==> src/rtl/seq_detect_pkg.sv <==
`default_nettype none
// ============================================================================
// Module   : seq_detect_pkg
// Brief    : Shared constants and helpers for the programmable sequence detector.
// Revision : 1.0 - initial release
// ============================================================================
package seq_detect_pkg;

  localparam int MODE_MEALY = 0;
  localparam int MODE_MOORE = 1;

  localparam logic [7:0] DEF_PATTERN = 8'b0000_1011;
  localparam int         DEF_LENGTH  = 4;

  // Width needed to hold a length in the range 0..pat_w.
  function automatic int len_w(input int pat_w);
    return $clog2(pat_w + 1);
  endfunction

endpackage
`default_nettype wire

==> src/rtl/seq_detect_prog_if.sv <==
`default_nettype none
// ============================================================================
// Module   : seq_detect_prog_if
// Brief    : Serial-input, pattern-programming and match-report bundle.
// Revision : 1.0 - initial release
// ============================================================================
interface seq_detect_prog_if
  import seq_detect_pkg::*;
#(
  parameter int PAT_W = 8,
  parameter int CNT_W = 8
) ();

  localparam int LEN_W = len_w(PAT_W);

  logic             x_valid;
  logic             x;
  logic             overlap_en;
  logic             pat_load;
  logic [PAT_W-1:0] pat_in;
  logic [LEN_W-1:0] len_in;
  logic             cnt_clr;
  logic             z;
  logic [CNT_W-1:0] match_cnt;
  logic             cnt_sat;

  modport master (
    output x_valid, x, overlap_en, pat_load, pat_in, len_in, cnt_clr,
    input  z, match_cnt, cnt_sat
  );

  modport slave (
    input  x_valid, x, overlap_en, pat_load, pat_in, len_in, cnt_clr,
    output z, match_cnt, cnt_sat
  );

endinterface
`default_nettype wire

==> src/rtl/sat_counter.sv <==
`default_nettype none
// ============================================================================
// Module   : sat_counter
// Brief    : Saturating up-counter with clear; clear plus increment yields 1.
// Revision : 1.0 - initial release
// ============================================================================
module sat_counter #(
  parameter int W = 8
) (
  input  wire logic         clk,
  input  wire logic         rst_n,
  input  wire logic         clr,
  input  wire logic         inc,
  output logic      [W-1:0] q,
  output logic              sat
);

  logic [W-1:0] r_q;

  always_ff @(posedge clk) begin
    if (!rst_n) begin
      r_q <= '0;
    end else if (clr) begin
      r_q <= inc ? W'(1) : '0;
    end else if (inc && !(&r_q)) begin
      r_q <= r_q + W'(1);
    end
  end

  assign q   = r_q;
  assign sat = &r_q;

endmodule
`default_nettype wire

==> src/rtl/seq_detect_prog.sv <==
`default_nettype none
// ============================================================================
// Module   : seq_detect_prog
// Brief    : Runtime-programmable serial pattern detector, Mealy or Moore output.
// Revision : 1.0 - initial release
// ============================================================================
module seq_detect_prog
  import seq_detect_pkg::*;
#(
  parameter int               PAT_W   = 8,
  parameter logic [PAT_W-1:0] DEF_PAT = PAT_W'(DEF_PATTERN),
  parameter int               DEF_LEN = DEF_LENGTH,
  parameter int               MOORE   = MODE_MEALY,
  parameter int               CNT_W   = 8
) (
  input wire logic        clk,
  input wire logic        rst_n,
  seq_detect_prog_if.slave bus
);

  localparam int LEN_W = len_w(PAT_W);

  localparam logic [LEN_W-1:0] C_FILL_MAX = LEN_W'(PAT_W);
  localparam logic [LEN_W-1:0] C_DEF_LEN  = LEN_W'(DEF_LEN);
  localparam logic [LEN_W-1:0] C_ONE      = LEN_W'(1);
  localparam logic [LEN_W:0]   C_ONE_EXT  = (LEN_W+1)'(1);

  logic [PAT_W-1:0] r_pat;
  logic [PAT_W-2:0] r_hist;
  logic [LEN_W-1:0] r_len;
  logic [LEN_W-1:0] r_fill;

  logic [PAT_W-1:0] w_hist_nxt;
  logic [PAT_W-1:0] w_mask;
  logic             w_eq;
  logic             w_len_ok;
  logic             w_hit;
  logic [CNT_W-1:0] w_cnt;
  logic             w_sat;

  always_comb begin
    w_mask     = '0;
    w_hist_nxt = {r_hist, bus.x};
    for (int i = 0; i < PAT_W; i++) begin
      w_mask[i] = (i < int'(r_len));
    end
    // Only the low len_reg bits take part in the comparison.
    w_eq     = (((w_hist_nxt ^ r_pat) & w_mask) == '0);
    w_len_ok = (({1'b0, r_fill} + C_ONE_EXT) >= {1'b0, r_len});
    w_hit    = rst_n & bus.x_valid & ~bus.pat_load & w_len_ok & w_eq;
  end

  always_ff @(posedge clk) begin
    if (!rst_n) begin
      r_pat  <= DEF_PAT;
      r_len  <= C_DEF_LEN;
      r_hist <= '0;
      r_fill <= '0;
    end else if (bus.pat_load) begin
      r_pat  <= bus.pat_in;
      r_len  <= (bus.len_in == '0) ? C_FILL_MAX : bus.len_in;
      r_hist <= '0;
      r_fill <= '0;
    end else if (bus.x_valid) begin
      r_hist <= w_hist_nxt[PAT_W-2:0];
      // Non-overlap restarts the fill so the next match needs fresh bits.
      if (w_hit && !bus.overlap_en) begin
        r_fill <= '0;
      end else if (r_fill != C_FILL_MAX) begin
        r_fill <= r_fill + C_ONE;
      end
    end
  end

  generate
    if (MOORE == MODE_MOORE) begin : g_moore
      logic r_z;
      always_ff @(posedge clk) begin
        if (!rst_n) begin
          r_z <= 1'b0;
        end else begin
          r_z <= w_hit;
        end
      end
      assign bus.z = r_z;
    end else begin : g_mealy
      assign bus.z = w_hit;
    end
  endgenerate

  sat_counter #(
    .W (CNT_W)
  ) u_cnt (
    .clk   (clk),
    .rst_n (rst_n),
    .clr   (bus.cnt_clr),
    .inc   (w_hit),
    .q     (w_cnt),
    .sat   (w_sat)
  );

  assign bus.match_cnt = w_cnt;
  assign bus.cnt_sat   = w_sat;

endmodule
`default_nettype wire

==> src/flat_wrapper.sv <==
// flat-port wrapper written by rule: the top's interface ports become plain ports
module seq_detect_prog_flat import seq_detect_pkg::*;
#(
  parameter int               PAT_W   = 8,
  parameter logic [PAT_W-1:0] DEF_PAT = PAT_W'(DEF_PATTERN),
  parameter int               DEF_LEN = DEF_LENGTH,
  parameter int               MOORE   = MODE_MEALY,
  parameter int               CNT_W   = 8
)
  (clk, rst_n, bus_x_valid, bus_x, bus_overlap_en, bus_pat_load, bus_pat_in, bus_len_in, bus_cnt_clr, bus_z, bus_match_cnt, bus_cnt_sat);
  seq_detect_prog_if #(.PAT_W(PAT_W), .CNT_W(CNT_W)) bus_i ();
  input wire logic clk;
  input wire logic rst_n;
  input wire logic [$bits(bus_i.x_valid)-1:0] bus_x_valid;
  input wire logic [$bits(bus_i.x)-1:0] bus_x;
  input wire logic [$bits(bus_i.overlap_en)-1:0] bus_overlap_en;
  input wire logic [$bits(bus_i.pat_load)-1:0] bus_pat_load;
  input wire logic [$bits(bus_i.pat_in)-1:0] bus_pat_in;
  input wire logic [$bits(bus_i.len_in)-1:0] bus_len_in;
  input wire logic [$bits(bus_i.cnt_clr)-1:0] bus_cnt_clr;
  output wire logic [$bits(bus_i.z)-1:0] bus_z;
  output wire logic [$bits(bus_i.match_cnt)-1:0] bus_match_cnt;
  output wire logic [$bits(bus_i.cnt_sat)-1:0] bus_cnt_sat;
  assign bus_i.x_valid = bus_x_valid;
  assign bus_i.x = bus_x;
  assign bus_i.overlap_en = bus_overlap_en;
  assign bus_i.pat_load = bus_pat_load;
  assign bus_i.pat_in = bus_pat_in;
  assign bus_i.len_in = bus_len_in;
  assign bus_i.cnt_clr = bus_cnt_clr;
  assign bus_z = bus_i.z;
  assign bus_match_cnt = bus_i.match_cnt;
  assign bus_cnt_sat = bus_i.cnt_sat;
  seq_detect_prog #(.PAT_W(PAT_W), .DEF_PAT(DEF_PAT), .DEF_LEN(DEF_LEN), .MOORE(MOORE), .CNT_W(CNT_W)) u_core (.clk(clk), .rst_n(rst_n), .bus(bus_i));
endmodule
==> config.mk <==
export PLATFORM = sky130hd
export DESIGN_NAME = seq_detect_prog_flat
export DESIGN_NICKNAME = d
export VERILOG_FILES = /design/src/rtl/seq_detect_pkg.sv /design/src/rtl/seq_detect_prog_if.sv /design/src/rtl/sat_counter.sv /design/src/rtl/seq_detect_prog.sv /design/src/flat_wrapper.sv
export SDC_FILE = /design/constraint.sdc
export NUM_CORES = 1
export LEC_CHECK = 0
export ABC_AREA = 1
export BUFFER_PORTS_ARGS = -buffer_cell sky130_fd_sc_hd__buf_2
export CAP_MARGIN = 20
export CORE_UTILIZATION = 42
export DETAILED_ROUTE_END_ITERATION = 7
export PLACE_DENSITY_LB_ADDON = 0.08
export SYNTH_ARGS = -nofsm -noshare
export SYNTH_HDL_FRONTEND = slang
export SYNTH_SLANG_ARGS = --single-unit
==> constraint.sdc <==
create_clock -name clk -period 5.5 [get_ports clk]
set_input_delay 0.55 -clock clk [delete_from_list [all_inputs] [get_ports clk]]
set_output_delay 0.55 -clock clk [all_outputs]
set_load 0.01 [all_outputs]
=== Word level (Yosys, flattened, before mapping) ===
Index checks and enable logic that the tools add are counted.

* $add $sub $neg: 3
* Magnitude comparators: 9
* Eq/ne operators: 1
* Multiplexer cells: 6
* Bitwise operators: 8
* Reductions and logical operators: 11

{| class="wikitable"
|+ Operator list
! kind !! count
|-
| < comparator 3 x 4 -> 1 bit (first input constant) || 4
|-
| two-way mux 8 bit || 2
|-
| two-way mux 4 bit || 3
|-
| adder 8 x 1 -> 8 bit (second input constant) || 1
|-
| bitwise AND 8 bit || 1
|-
| logical NOT 8 bit || 1
|-
| < comparator 1 x 4 -> 1 bit (first input constant) || 2
|-
| < comparator 2 x 4 -> 1 bit (first input constant) || 2
|-
| AND reduction 8 bit || 1
|-
| bitwise XOR 8 bit || 1
|-
| adder 4 x 1 -> 5 bit (second input constant) || 1
|-
| greater-or-equal comparator 5 x 4 -> 1 bit || 1
|-
| adder 4 x 1 -> 4 bit (second input constant) || 1
|-
| bitwise AND 1 bit || 4
|-
| logical NOT 4 bit || 1
|-
| inequality test 4 bit (second input constant) || 1
|-
| nonzero test 2 bit || 2
|-
| logical AND 1 bit || 2
|-
| logical NOT 1 bit || 2
|-
| inverter 1 bit || 2
|-
| AND reduction 2 bit || 1
|-
| OR reduction 2 bit || 1
|-
| two-way mux 1 bit || 1
|}

* Bits in registers: 31
* Input bits: 19
* Logic and storage cells: 43

=== Depth between registers and ports, before layout ===
Gate-level depths: netlist (run 1).

* Depth after elaboration: 7
* Gate-level depth with buffers: 14

=== Hierarchy ===
A second synthesis (run 1) with hierarchy kept.

* Cell total of the unflattened synthesis: 266
* Area, all modules: 1860.5 µm²

{| class="wikitable"
|+ Modules (own cells, without submodules)
! module !! instances !! cells an instance !! area an instance (µm²)
|-
| seq_detect_prog || 1 || 193 || 1351.3
|-
| sat_counter || 1 || 73 || 509.2
|}

=== Worst setup path before layout (run 1) ===
OpenSTA, ideal clock, no wires.

* Path type: register to output
* From: reg u_core.r_fill[0]
* To: out bus_z
* Data arrival time: 1.490 ns
* Required time: 4.950 ns
* Setup slack: 3.460 ns
* Stages on the path, launching flop included: 10
* Path buffers: 0
* Path through: dfxtp_1 -> inv_1 -> ha_1 -> ha_1 -> nand2_1 -> nand2_1 -> a21oi_1 -> inv_1 -> nand2_1 -> nor2_8

* Cells in the longest elaborated chain, start to end: 4

{| class="wikitable"
|+ RTL lines
! what !! line !! source
|-
| from (decl) || seq_detect_prog.sv:31 || <nowiki>logic [LEN_W-1:0] r_fill;</nowiki>
|-
| from (signal assigned) || seq_detect_prog.sv:70 || <nowiki>r_fill <= r_fill + C_ONE;</nowiki>
|-
| adder 4 x 1 -> 5 bit || seq_detect_prog.sv:49 || <nowiki>w_len_ok = (({1'b0, r_fill} + C_ONE_EXT) >= {1'b0, r_len});</nowiki>
|-
| greater-or-equal comparator 5 x 4 -> 1 bit || seq_detect_prog.sv:49 ||
|-
| bitwise AND 1 bit (2 in series) || seq_detect_prog.sv:50 || <nowiki>w_hit = rst_n & bus.x_valid & ~bus.pat_load & w_len_ok & w_eq;</nowiki>
|-
| to (decl) || flat_wrapper.sv:21 || <nowiki>output wire logic [$bits(bus_i.z)-1:0] bus_z;</nowiki>
|}

Every way passes these cells.

=== Final worst setup path (run 1) ===
Ends and elaborated chain as after synthesis.

==> impl_metrics.yaml, run 1 <==
status:
  status: "completed"
sta:
  skew_ps: 5.25
  drv_slew: 0
  slew_headroom_pct: 77.9
  period_share_pct: 47.1
  hold_violations: 0
  grt_setup_unrepaired: "no"
  max_freq_ghz: 0.386
  layout_min_cycle_time_ps: 2590
  final.setup.worst_slack_ps: 2910
  worst_slew_pin_slew_ps: 330
  finalSetupTns_ps: 0
  setup_viol: 0
synthesis:
  synth.top_cell.area_share_pct: 36.2
  synth_area_leaders: "dfxtp_1 (36%), nand2_1 (13%), inv_1 (8.3%), a21oi_1 (7.3%), nor2_1 (5.9%)"
  syn_nets: 283
  yosysTopAreaCell: "dfxtp_1"
  synth_top_flop_cell: "dfxtp_1"
  ys_seq_area_share_pct: 36.2
  async_flop_share_pct: 0
  ys_ff_latch: 31
  synth_area_sq_um: 1720
  syn_inst: 257
  ys_top_cells_by_count: "nand2_1 (59), inv_1 (38), dfxtp_1 (31)"
  synth_area_per_cell_sq_um: 6.68
  synth_edf_count: 0
  yosysMostFrequentCell: "nand2_1"
  ys_types: 23
  yosys_warnings: 0
floorplanning:
  dieArea_sq_um: 4350
  num_io_pins: 29
  core_sq_um: 3800
  std_cell_rows: 22
  fp.dieH_um: 65.9
  start_util_pct: 45.2
  die_width_um: 65.9
critical_path:
  critPathCaptureType: "primary output"
  cp_top_family: "adder cells"
  reg2reg_to: "u_core.u_cnt.q[5]$_SDFFE_PN0P_"
  max_stage_delay_ps: 400
  path_max_fanout: 9
  crit_path_start: "u_core.r_fill[0]$_SDFFE_PP0P_"
  rr_worst_depth: 13
  reg2reg_slack_ps: 3430
  crit_required_ps: 4950
  worstReg2RegStart: "u_core.r_fill[0]$_SDFFE_PP0P_"
  startpoint_type: "flop"
  endpoint: "bus_z"
  path_class: "reg2out"
  worstPathArrival_ps: 2040
  crit_cells: 10
  critPathBufInv: 3
  crit_path_top_delay_cell: "dfxtp_1"
  path_cells: "ha_1, xor2_1, ha_1, nand2_1, inv_1, a21oi_1, inv_1, nand2_1, nor2_8, buf_2"
clocking:
  cts_resized: 0
  cts_num_sinks: 31
  cts.clk_slew.worst_paths_ps: 70
  postCtsHoldBufs: 0
  cts_tree: "built"
  clk_latency_ps: 280
  cts_root_buf: "clkbuf_8"
  htree_levels: 2
  cts_setup_buffers: 0
  clockBufferDepth: 2
  numCtsBuffers: 5
detailed_routing:
  drt_iter0_markers: 76
  wl_um: 3640
  first_pass_iters: 4
  vias: 1599
  viasPerCell: 4.74
  drc: 0
  wl_per_cell_um: 10.8
  ant_nets: 0
final_layout:
  antenna_cells: 0
  seq_area_sq_um: 621
  num-nets-final: 315
  nFillCells: 405
  multiInputGateArea_sq_um: 923
  synthToLayoutAreaGrowth_pct: 16.1
  layout-drive-gt1-share_pct: 16.6
global_route:
  grt_pass1_wl_um: 6370
  grt-ovfl-total: 0
  grt_max_degree: 15
  grt.total_usage_pct: 19.6
  first_global_vias: 1424
  grt_antenna_before_repair: 0
flow_run:
  max_cap_viol_count: 0
placed_design:
  place_congestion: 0.815
  pre_cts_ws_ps: 3160
  detailed_place_hpwl_um: 2810
  io_buffers: 28
power:
  ir_drop_mv: 0.120
  p_leak_uw: 0.00102
  powerDensity_nw_per_um2: 243
hold_path:
  min_path_type: "reg2reg"
-- how the worst min path moves through the flow --
stage	startpoint	cells after the start	end	slack, ps
floorplan	u_core.r_pat[2]$_SDFFE_PN0P_	2	u_core.r_pat[2]$_SDFFE_PN0P_	450
global placement	u_core.r_pat[7]$_SDFFE_PN0P_	2	u_core.r_pat[7]$_SDFFE_PN0P_	470
detailed placement	u_core.r_pat[2]$_SDFFE_PN0P_	2	u_core.r_pat[2]$_SDFFE_PN0P_	470
CTS	bus_pat_in[1]	3	u_core.r_pat[1]$_SDFFE_PN1P_	480
global route	bus_pat_in[5]	3	u_core.r_pat[5]$_SDFFE_PN0P_	490
finish	u_core.r_pat[2]$_SDFFE_PN0P_	2	u_core.r_pat[2]$_SDFFE_PN0P_	480
-- power by group --
group	switching (uW)	leakage, uW	internal, uW
clock	84.3	0.0000470	98.1
combinational	39.1	0.000719	23.4
sequential	6.64	0.000254	234
total	130	0.00102	355
-- metal layers --
layer,vias up,wire length [um],part of all wire (%),global-route usage (%)
li1,879,-,-,-
met1,684,1910,53,26.9
met2,32,1570,43,28.7
met3,4,125,3.4,5.17
met4,0,37,1.0,7.98
met5,-,0,0,0
-- registers in the layout (all words and copies together), names as in the netlist --
name            flops
u_core.r_hist       7
u_core.r_fill       4
u_core.r_pat        8
u_core.r_len        4
u_core.u_cnt.q      8
-- worst register-to-register path, stage by stage (launching register included) --
cell	delay, ps
dfxtp_1	400
ha_1	210
xor2_1	200
ha_1	260
nand2_1	70
inv_1	40
a21oi_1	170
inv_1	60
nand2_1	150
nor2_8	70
nand2_4	110
nand2_4	70
a21oi_1	120
nor2_1	50
-- layout by cell type, fill, tap and decap left out --
cell type	instances
nand2_1	59
inv_1	38
dfxtp_1	31
buf_2	28
nor2_1	27
a21oi_1	25
o21ai_0	18
nand3_1	17
ha_1	7
xor2_1	6
clkbuf_8	6
inv_2	5
nand4_1	4
o21ai_1	4
nor2_4	2
nand2_4	2
nor3_1	2
nor2_2	1
nand2_2	1
nor2_8	1
a211oi_1	1
a21boi_1	1
or2_2	1
and2_1	1
clkinv_2	1
-- cell type report --
type,instances,share of cell area (%)
multi-input cells,180,46.3
flip-flops and latches,31,31.1
inverters,43,8.10
repair buffers,28,7.03
clock buffers,6,4.14
well taps,48,3.01
clock inverters,1,0.251
-- metrics by stage --
stage          power, uW  cells  hold slack [ps]  cell area, sq um  utilization, %
2_1_floorplan        288    257              447              1720               -
3_3_place_gp         308    330              466              1910            50.2
3_5_place_dp         308    330              468              1910            50.2
4_1_cts              492    337              477              1990            52.5
5_1_grt              515    337              493              1990            52.5
6_report             485    337              477              1990            52.5
-- kinds of logic after synthesis --
| logic type | count (synthesis) | synth area share, % |
|---|---|---|
| compound gates | 49 | 14.6 |
| xor+xnor | 6 | 3.06 |
| fa+ha+maj | 7 | 5.10 |
| buf+inv | 46 | 10.1 |
| flops | 31 | 36.2 |
| simple gates | 118 | 31.1 |
No activity file was read; power rests on OpenSTA's default activity.
==> run 2: changes to the inputs <==
==> constraint.sdc (replaced) <==
create_clock -name clk -period 2.4 [get_ports clk]
set_input_delay 0.24 -clock clk [delete_from_list [all_inputs] [get_ports clk]]
set_output_delay 0.24 -clock clk [all_outputs]
set_load 0.01 [all_outputs]
==> impl_metrics.yaml, run 2 (synthesis gave the netlist of run 1 again) <==
power:
  swShare_pct: 28.0
  seqPwrFrac_pct: 50.0
  powerDensity_nw_per_um2: 547
  p_comb_share_pct: 13.2
  p_int_uw: 792
  p_leak_uw: 0.00102
  clkPwrFrac_pct: 36.7
  switching_power_uw: 309
  ir_drop_mv: 0.354
global_route:
  use_met1_pct: 26.0
  first_global_vias: 1457
  grt_pass1_wl_um: 6420
  grt.busiest_layer: "met2"
  gr-usage-met3_pct: 6.21
  grt-ovfl-total: 0
  grt_use_met2_pct: 29.7
  grt_max_degree: 15
  grt_antenna_before_repair: 0
  grt.total_usage_pct: 19.4
clocking:
  clk_latency_ps: 280
  postCtsHoldBufs: 0
  htree_levels: 2
  cts_root_buf: "clkbuf_8"
  cts_resized: 0
  cts.clk_slew.worst_paths_ps: 70
  cts_setup_buffers: 0
  cts_num_sinks: 31
  cts_tree: "built"
  clockBufferDepth: 2
  numCtsBuffers: 5
floorplanning:
  num_io_pins: 29
  start_util_pct: 45.2
  std_cell_rows: 22
  dieArea_sq_um: 4350
  die_width_um: 65.9
  core_sq_um: 3800
  fp.dieH_um: 65.9
detailed_routing:
  wl_um: 3630
  wl_per_cell_um: 10.7
  vias: 1614
  ant_nets: 0
  drt_iter0_markers: 73
  drc: 0
  viasPerCell: 4.78
  first_pass_iters: 4
critical_path:
  crit_required_ps: 2160
  critPathCaptureType: "primary output"
  crit_path_top_delay_cell: "dfxtp_2"
  max_stage_delay_ps: 390
  worstPathArrival_ps: 1980
  rr_worst_depth: 13
  path_class: "reg2out"
  path_max_fanout: 9
  startpoint_type: "flop"
  path_cells: "nand3_1, xor2_2, ha_1, a21oi_1, nand2_1, a21oi_2, inv_1, nand2_2, nor2_8, buf_2"
sta:
  finalSetupTns_ps: 0
  grt_setup_unrepaired: "no"
  setup_viol: 0
  skew_ps: 4.80
  max_freq_ghz: 0.451
  slew_headroom_pct: 79.1
  layout_min_cycle_time_ps: 2220
  worst_slew_pin_slew_ps: 313
  hold_violations: 0
  drv_slew: 0
  period_share_pct: 92.5
placed_design:
  detailed_place_hpwl_um: 2770
  dp.cells: 330
  io_buffers: 28
  place_congestion: 0.774
final_layout:
  antenna_cells: 0
  postLayoutCoreUtil_pct: 53.0
  layout-drive-gt1-share_pct: 18.6
  final_cells: 338
  final_cell_mix: "nand2_1 (58), inv_1 (38), dfxtp_1 (29), buf_2 (28), nor2_1 (27)"
  nFillCells: 404
  num-nets-final: 315
  synthToLayoutAreaGrowth_pct: 17.3
  final_common_cell: "nand2_1"
hold_path:
  holdPathStages: 3
  min_path_type: "in2reg"
flow_run:
  max_cap_viol_count: 0
status:
  status: "completed"
## run 2: routing by layer
layer,vias up,wire length [um]
met4,0,10
li1,880,-
met1,702,1850
met2,30,1620
met5,-,0
met3,2,156
## run 2: area by class of cell
class                           instances  area (sq um)  area share (%)
Sequential cell                        31           623            30.9
Inverter                               43           161            8.01
Tap cell                               48          60.1            2.98
Timing Repair Buffer                   28           140            6.96
Clock buffer                            6          72.6            3.60
Multi-Input combinational cell        180           945            46.9
Clock inverter                          2          12.5           0.621
## run 2: metrics by stage
stage | worst slack, ps | area (sq um) | total power, uW | hold WS, ps
after floorplan | 493 | 1720 | 660 | 366
after global placement | 380 | 1910 | 705 | 453
after detailed placement | 310 | 1910 | 706 | 460
final | 181 | 2010 | 1100 | 171
after global routing | 8.71 | 2010 | 1170 | 170
after CTS | 57.0 | 1990 | 1110 | 159
## run 2: worst paths after layout
check / start / endpoint / slack (ps)
worst min-delay path: bus_pat_in[1] / u_core.r_pat[1]$_SDFFE_PN1P_ / 170
worst max-delay path: u_core.r_fill[2]$_SDFFE_PP0P_ / bus_z / 180
worst min register to register: u_core.r_pat[1]$_SDFFE_PN1P_ / u_core.r_pat[1]$_SDFFE_PN1P_ / 480
worst max register to register: u_core.r_fill[2]$_SDFFE_PP0P_ / u_core.r_fill[1]$_SDFFE_PP0P_ / 380
## run 2: power groups by stage
stage	Combinational, uW	Sequential (uW)	Clock, uW
floorplan	102	558	0
global placement	143	562	0
detailed placement	143	562	0
CTS	145	551	418
global route	173	554	444
finish	146	551	405
## run 2: worst max-delay path: cells and delay by family, from the launching register on
family          cells  cell delay (ps)
flops               1              390
buf+inv             2              200
xor+xnor            1              180
simple gates        4              380
compound gates      2              250
fa+ha+maj           1              290
==> run 3: changes to the inputs <==
--- a/config.mk
+++ b/config.mk
@@ -10,7 +10,7 @@
 export CAP_MARGIN = 20
 export CORE_UTILIZATION = 42
 export DETAILED_ROUTE_END_ITERATION = 7
-export PLACE_DENSITY_LB_ADDON = 0.08
+export PLACE_DENSITY_LB_ADDON = 0.2
 export SYNTH_ARGS = -nofsm -noshare
 export SYNTH_HDL_FRONTEND = slang
 export SYNTH_SLANG_ARGS = --single-unit
==> impl_metrics.yaml, run 3 (synthesis gave the netlist of run 1 again) <==
detailed_routing:
  wl_um: 3720
  viasPerCell: 4.77
  drc: 0
  drt_iter0_markers: 60
  ant_nets: 0
  vias: 1611
  wl_per_cell_um: 11.0
  first_pass_iters: 4
power:
  ir_drop_mv: 0.381
  fin_total_pwr_uw: 1230
  seqPwrFrac_pct: 44.7
  clkPwrFrac_pct: 43.5
  swShare_pct: 24.9
  switching_power_uw: 306
  p_int_uw: 926
  p_leak_uw: 0.00104
  p_comb_share_pct: 11.8
  powerDensity_nw_per_um2: 604
final_layout:
  antenna_cells: 0
  postLayoutCoreUtil_pct: 53.7
  final_common_cell: "nand2_1"
  synthToLayoutAreaGrowth_pct: 18.8
  layout-drive-gt1-share_pct: 18.6
  num-nets-final: 315
  final_cell_mix: "nand2_1 (58), inv_1 (38), dfxtp_1 (29), buf_2 (28), nor2_1 (27)"
  final_cells: 338
sta:
  worst_slew_pin_slew_ps: 324
  slew_headroom_pct: 78.4
  layout_min_cycle_time_ps: 2260
  grt_setup_unrepaired: "no"
  finalSetupTns_ps: 0
  max_freq_ghz: 0.442
  hold_slack_ps: 168
  drv_slew: 0
  hold_violations: 0
  setup_viol: 0
  skew_ps: 6.78
  period_share_pct: 94.2
hold_path:
  min_path_type: "in2reg"
  worstHoldStart: "bus_pat_in[1]"
critical_path:
  path_class: "reg2out"
  critPathBufInv: 2
  crit_path_start: "u_core.r_fill[2]$_SDFFE_PP0P_"
  critPathCaptureType: "primary output"
  path_cells: "nand3_1, xor2_2, ha_1, a21oi_2, nand2_1, a21oi_1, inv_1, nand2_2, nor2_8, buf_2"
  worstPathArrival_ps: 2020
  path_max_fanout: 9
  worstReg2RegStart: "u_core.r_fill[2]$_SDFFE_PP0P_"
  startpoint_type: "flop"
  max_stage_delay_ps: 370
  cp_top_family: "flip-flops"
  crit_required_ps: 2160
  crit_path_top_delay_cell: "dfxtp_2"
placed_design:
  detailed_place_hpwl_um: 2740
  dp.cells: 330
  place_congestion: 0.809
  io_buffers: 28
global_route:
  grt_antenna_before_repair: 0
  grt_pass1_wl_um: 6540
  grt_max_degree: 15
  grt-ovfl-total: 0
  grt.total_usage_pct: 19.9
  first_global_vias: 1520
floorplanning:
  die_width_um: 65.9
  std_cell_rows: 22
  num_io_pins: 29
  core_sq_um: 3800
  dieArea_sq_um: 4350
  start_util_pct: 45.2
  fp.dieH_um: 65.9
clocking:
  clk_latency_ps: 290
  clockBufferDepth: 2
  cts.clk_slew.worst_paths_ps: 60
  cts_tree: "built"
  cts_num_sinks: 31
  numCtsBuffers: 5
  htree_levels: 2
  cts_root_buf: "clkbuf_8"
  cts_setup_buffers: 0
  postCtsHoldBufs: 0
status:
  status: "completed"
flow_run:
  max_cap_viol_count: 0
-- run 3: what timing repair did --
item,CTS,global route
hold endpoints to repair,0,0
gates resized for setup,0,5
endpoints found under the setup margin,0,1
-- run 3: per-stage QoR --
| step | setup slack [ps] | area [sq um] |
|---|---|---|
| after floorplan | 493 | 1720 |
| after global placement | 371 | 1910 |
| after detailed placement | 331 | 1910 |
| after CTS | 21.4 | 2020 |
| after global routing | 9.70 | 2040 |
| final | 139 | 2040 |
-- run 3: power groups by stage --
stage	Clock [uW]	Sequential, uW	Combinational [uW]
after CTS	545	550	144
final	535	551	146
after global routing	573	554	171
after detailed placement	0	562	143
after floorplan	0	558	102
after global placement	0	562	142
-- run 3: area by class of cell --
| type | instances | area, sq um |
|---|---|---|
| Fill cell | 391 | 1760 |
| Inverter | 43 | 161 |
| Timing Repair Buffer | 28 | 140 |
| Tap cell | 48 | 60.1 |
| Sequential cell | 31 | 623 |
| Clock inverter | 2 | 35.0 |
| Multi-Input combinational cell | 180 | 937 |
| Clock buffer | 6 | 82.6 |
-- run 3: per-layer routing --
metal / vias to the layer above / routed length, um / global-route usage (%)
li1: 881 / - / -
met1: 695 / 1820 / 24.5
met2: 29 / 1700 / 32.4
met3: 6 / 121 / 4.66
met4: 0 / 76 / 9.57
met5: - / 0 / 0
-- run 3: worst paths after layout --
check / end / slack (ps) / cells after the start
hold reg to reg: u_core.r_pat[1]$_SDFFE_PN1P_ / 480 / 2
hold / removal: u_core.r_pat[1]$_SDFFE_PN1P_ / 170 / 3
setup reg to reg: u_core.r_fill[1]$_SDFFE_PP0P_ / 330 / 13
setup / recovery: bus_z / 140 / 10
-- run 3: worst register-to-register path: cells and delay by family, from the launching register on --
kind,cells,cell delay [ps]
xor gates and xnor gates,1,190
DFF,1,370
and+or+nand+nor,9,820
AOI/OAI and AO/OA,2,280
adders and majority gates,1,320
